## config.mk

```make
export PLATFORM = sky130hd
export DESIGN_NAME = seg_scan_ctrl
export DESIGN_NICKNAME = d
export VERILOG_FILES = /design/src/rtl/seg_scan_ctrl.sv
export SDC_FILE = /design/constraint.sdc
export NUM_CORES = 1
export LEC_CHECK = 0
export CORE_MARGIN = 2
export CORE_UTILIZATION = 50
export CTS_CLUSTER_SIZE = 25
export DETAILED_ROUTE_END_ITERATION = 7
export PLACE_DENSITY = 0.88
export SLEW_MARGIN = 0
export SYNTH_ARGS = -nofsm -noshare
export SYNTH_HDL_FRONTEND = slang
export SYNTH_SLANG_ARGS = --single-unit
```

## constraint.sdc

```tcl
create_clock -name clk -period 2.8 [get_ports clk]
set_clock_uncertainty 0.2 [all_clocks]
set_input_delay 0.56 -clock clk [delete_from_list [all_inputs] [get_ports clk]]
set_output_delay 0.56 -clock clk [all_outputs]
set_load 0.02 [all_outputs]
```

## src/rtl/seg_scan_ctrl.sv

```systemverilog
// Multiplexed 7-segment scan controller: hex digits, error message, blank and lamp test.
// Define SEG_BLINK_EN to enable per-digit blinking driven by a frame-counting blink phase.
module seg_scan_ctrl #(
    parameter int NUM_DIG      = 4,
    parameter int CLK_DIV      = 1,
    parameter int BLINK_FRAMES = 25
) (
    input  logic                 clk,
    input  logic                 rst_n,
    input  logic [4*NUM_DIG-1:0] digits,
    input  logic [NUM_DIG-1:0]   dp_in,
    input  logic [NUM_DIG-1:0]   blink,
    input  logic [1:0]           mode,
    output logic [6:0]           seg,
    output logic                 dp,
    output logic [NUM_DIG-1:0]   dig,
    output logic                 frame_tick
);

    localparam int IDX_W = (NUM_DIG > 1) ? $clog2(NUM_DIG) : 1;
    localparam logic [15:0]      DIV_LAST = 16'(CLK_DIV - 1);
    localparam logic [IDX_W-1:0] IDX_LAST = IDX_W'(NUM_DIG - 1);

    typedef enum logic [1:0] {
        MODE_DIGITS = 2'b00,
        MODE_ERROR  = 2'b01,
        MODE_BLANK  = 2'b10,
        MODE_LAMP   = 2'b11
    } mode_t;

    logic [15:0]        pre_cnt;
    logic [IDX_W-1:0]   idx;
    logic [2:0]         pos;
    logic               tick;
    logic               frame_end;
    mode_t              mode_sel;
    logic [3:0]         nibble;
    logic               dp_bit;
    logic               blink_bit;
    logic               hide;
    logic [6:0]         seg_nx;
    logic               dp_nx;
    logic [NUM_DIG-1:0] dig_nx;

    assign tick      = (pre_cnt == DIV_LAST);
    assign frame_end = tick && (idx == IDX_LAST);
    assign pos       = 3'(idx);
    assign mode_sel  = mode_t'(mode);

    function automatic logic [6:0] hex7(input logic [3:0] n);
        case (n)
            4'h0: hex7 = 7'b1111110;
            4'h1: hex7 = 7'b0110000;
            4'h2: hex7 = 7'b1101101;
            4'h3: hex7 = 7'b1111001;
            4'h4: hex7 = 7'b0110011;
            4'h5: hex7 = 7'b1011011;
            4'h6: hex7 = 7'b1011111;
            4'h7: hex7 = 7'b1110000;
            4'h8: hex7 = 7'b1111111;
            4'h9: hex7 = 7'b1111011;
            4'hA: hex7 = 7'b1110111;
            4'hB: hex7 = 7'b0011111;
            4'hC: hex7 = 7'b1001110;
            4'hD: hex7 = 7'b0111101;
            4'hE: hex7 = 7'b1001111;
            default: hex7 = 7'b1000111;
        endcase
    endfunction

`ifdef SEG_BLINK_EN
    logic [7:0] blink_cnt;
    logic       blink_hidden;
    localparam logic [7:0] BLINK_LAST = 8'(BLINK_FRAMES - 1);

    // Phase flips on the tick that completes a frame, so the next frame sees the new phase.
    always_ff @(posedge clk or negedge rst_n) begin
        if (!rst_n) begin
            blink_cnt    <= '0;
            blink_hidden <= 1'b0;
        end else if (frame_end) begin
            if (blink_cnt == BLINK_LAST) begin
                blink_cnt    <= '0;
                blink_hidden <= ~blink_hidden;
            end else begin
                blink_cnt <= blink_cnt + 1'b1;
            end
        end
    end
`else
    logic blink_unused;
    assign blink_unused = ^blink;
`endif

    always_comb begin
        nibble    = '0;
        dp_bit    = 1'b0;
        blink_bit = 1'b0;
        dig_nx    = '1;
        for (int unsigned i = 0; i < NUM_DIG; i++) begin
            if (pos == 3'(i)) begin
                nibble                = digits[4*(NUM_DIG-1-i) +: 4];
                dp_bit                = dp_in[NUM_DIG-1-i];
`ifdef SEG_BLINK_EN
                blink_bit             = blink[NUM_DIG-1-i];
`endif
                dig_nx[NUM_DIG-1-i]   = 1'b0;
            end
        end
`ifdef SEG_BLINK_EN
        hide = blink_bit && blink_hidden;
`else
        hide = blink_bit;
`endif
        seg_nx = '0;
        dp_nx  = 1'b0;
        case (mode_sel)
            MODE_DIGITS: begin
                if (!hide) begin
                    seg_nx = hex7(nibble);
                    dp_nx  = dp_bit;
                end
            end
            MODE_ERROR: begin
                case (pos)
                    3'd0:    seg_nx = 7'b1001111;
                    3'd1:    seg_nx = 7'b0000101;
                    3'd2:    seg_nx = 7'b0000101;
                    3'd3:    seg_nx = 7'b0011101;
                    default: seg_nx = '0;
                endcase
            end
            MODE_BLANK: begin
                seg_nx = '0;
            end
            default: begin
                seg_nx = '1;
                dp_nx  = 1'b1;
            end
        endcase
    end

    always_ff @(posedge clk or negedge rst_n) begin
        if (!rst_n) begin
            pre_cnt    <= '0;
            idx        <= '0;
            seg        <= '0;
            dp         <= 1'b0;
            dig        <= '1;
            frame_tick <= 1'b0;
        end else begin
            frame_tick <= 1'b0;
            if (tick) begin
                pre_cnt    <= '0;
                seg        <= seg_nx;
                dp         <= dp_nx;
                dig        <= dig_nx;
                frame_tick <= frame_end;
                idx        <= (idx == IDX_LAST) ? '0 : idx + 1'b1;
            end else begin
                pre_cnt <= pre_cnt + 1'b1;
            end
        end
    end

endmodule
```

==> results.cfg <==
[outcome]
status = completed

[yosys]
yosysTopAreaCell = dfrtp_1
synth_top_area_share = 0.342
synth-xor-area-share = 0.0664
synth_nets = 248
yosysWarnings = 0
async_flop_share = 1.00
synth_edf_count = 0
seq_area_frac_synth = 0.395
netlist_area_um2 = 1980
synth_flop_cell = dfrtp_1
syn_avg_cell_area_um2 = 9.70
synth_compound_area_frac = 0.161
ys_ff_latch = 31
ys_types = 50
yosysMostFrequentCell = dfrtp_1
yosys.area_share.adder = 0.101
synth_top_family_by_area = simple AND/OR/NAND/NOR gates
synthTopCellsByCount = dfrtp_1, nand2_1, ha_1, nor2_1
synthCells = 204
muxShareOfSynthArea = 0.0108
synth-simple-area-share = 0.219
synthTopCellsByArea = dfrtp_1, ha_1, dfstp_2

[die]
pin_count = 41
dieArea_um2 = 4480
core_um2 = 3740
fp.dieH_um = 66.9
row_count = 22
initial_utilization = 0.528
fp.dieW_um = 66.9

[critical_path]
required_ns = 2.75
critical_path_class = reg -> reg
start_kind = flip-flop
cp_max_fo = 7
cp.arrival_ns = 2.56
critPathCaptureType = flip-flop

[global_route]
antenna_found_initial = 0
grt_pass1_vias = 1547
grt_max_degree = 32
grt_pass1_wl_um = 6960
grtUsageTotal = 0.210
grt.overflow.total = 0

[clocking]
cts_buffer_depth = 2
clk_latency_ns = 0.28
htree_levels = 2
cts.clk_slew.worst_paths_ns = 0.06
cts_sinks = 31
clock-root-buffer = clkbuf_8
cts_tree = done
numCtsBuffers = 5
cts_hold_buf = 0

[flow_run]
drv_cap = 0

[layout]
stdcell_area_um2 = 2500
layout.nets = 289
stdcell_count = 294
fillers = 301
num_antenna_cells = 0
ff_latch_area_um2 = 781
area_growth_pct = 26.6
final_layout_size_suffix_gt1_frac = 0.122
multi_input_area_um2 = 1120

[route]
dr.first_iter.drc_count = 104
ant_nets = 0
vias = 1627
drc = 0
wl_um = 4250
drt-pass1-iter-count = 5
avgViaCountPerCell = 5.53
post_drt_wl_per_cell_um = 14.5

[placed_design]
gp_congestion = 0.802
placed_cells = 286
place_ws_ns = -0.0255
placed_cell_area_um2 = 2390
portBuffers = 36
hpwl_um = 3180

[sta]
maxSlewHeadroom = 0.657
final_hold_viol_count = 0
tns_ns = 0
worst_slew_pin_slew_ns = 0.511
timing.fmax_ghz = 0.384
rsz0062_at_grt = false
layout_min_cycle_time_ns = 2.61
setup_ws_ns = 0.193
final_max_slew_viol_count = 0
period_share = 0.931
setup_violations = 0

[min_path]
hold_class = reg -> reg

[power_and_ir_drop]
comb_power_share = 0.151
p_leak_nw = 1.11
swShare = 0.239
ir_worst_vdd_mv = 0.221
seq_power_share = 0.466
internal_power_uw = 764
p_sw_uw = 240
p_clk_frac = 0.383
pwr_density_cell_nw_per_um2 = 401
==> metal layers <==
layer / routed length (um) / track usage
met3: 185 / 0.0405
met1: 2000 / 0.277
met2: 2010 / 0.346
met5: 0 / 0
met4: 61 / 0.0714
==> power by group through the flow <==
| stage | sequential, mW | clock, mW | combinational [mW] |
|---|---|---|---|
| after floorplan | 0.489 | 0 | 0.0544 |
| after global routing | 0.468 | 0.411 | 0.165 |
| after CTS | 0.468 | 0.393 | 0.152 |
| after detailed placement | 0.475 | 0 | 0.150 |
| after global placement | 0.475 | 0 | 0.147 |
| final | 0.468 | 0.385 | 0.151 |
==> sequential cells by signal, summed over array words and instances (netlist names) <==
name / cells
pre_cnt: 16
dig: 4
seg: 7
dp: 1
frame_tick: 1
idx: 2
==> stage by stage <==
stage	utilization	hold slack, ns	power [mW]
final	0.669	0.281	1.00
after global routing	0.669	0.306	1.04
after CTS	0.666	0.281	1.01
after detailed placement	0.639	0.273	0.625
after global placement	0.639	0.268	0.622
after floorplan	-	0.0644	0.544
==> final cells by class <==
type	count	share of cell area
multi-input combinational	153	0.446
sequential	31	0.312
timing repair buffer	41	0.159
clock buffer	8	0.0400
tap	48	0.0240
inverter	13	0.0195
==> final timing paths <==
kind | from | to | slack (ns) | cells after the start
min | pre_cnt[0] | pre_cnt[0] | 0.28 | 1
min reg2reg | pre_cnt[0] | pre_cnt[0] | 0.28 | 1
max in group asynchronous | rst_n | dig[0] | 1.62 | 2
min in group asynchronous | rst_n | pre_cnt[7] | 0.47 | 2
max | idx[0] | seg[1] | 0.19 | 9
max reg2reg | idx[0] | seg[1] | 0.19 | 9
==> timing repair <==
| item | CTS | global route |
|---|---|---|
| setup buffers | 0 | 0 |
| resized for setup | 0 | 3 |
| endpoints found under the setup margin | 0 | 7 |
==> placed cells by master, fill, tap and decap left out, types with 2 or more instances in the layout <==
| cell type | instances |
|---|---|
| a211oi_1 | 3 |
| nand3_1 | 8 |
| xor2_1 | 5 |
| o21ai_0 | 13 |
| nand4_1 | 3 |
| nand2b_1 | 2 |
| nor3b_1 | 3 |
| o211ai_1 | 2 |
| nor3_1 | 7 |
| a21oi_1 | 7 |
| nor4_2 | 2 |
| nor2_1 | 15 |
| buf_4 | 5 |
| inv_1 | 13 |
| clkdlybuf4s50_1 | 36 |
| dfrtp_1 | 27 |
| a211o_2 | 2 |
| and4_1 | 2 |
| a31oi_1 | 2 |
| clkbuf_8 | 7 |
| xnor2_1 | 10 |
| o22ai_1 | 2 |
| and2_1 | 2 |
| nor2b_1 | 3 |
| nor4_1 | 2 |
| nand2_1 | 19 |
| dfstp_2 | 4 |
| ha_1 | 15 |
==> logic make-up after synthesis <==
family | Yosys count
multiplexers | 2
XOR/XNOR | 15
flip-flops | 31
adder cells (fa/ha/maj) | 16
buffers and inverters | 20
AO/OA/AOI/OAI | 43
AND/OR/NAND/NOR | 77
==> worst max-delay path: stages (launching register included) <==
cell and delay (ns):
dfrtp_1 0.42, inv_1 0.13, ha_1 0.38, nand2_1 0.09
o211ai_1 0.19, o211a_1 0.29, inv_1 0.12, ha_1 0.21
a211oi_1 0.28, o21ai_0 0.16
Note: power is estimated with default switching activity, not from simulation.
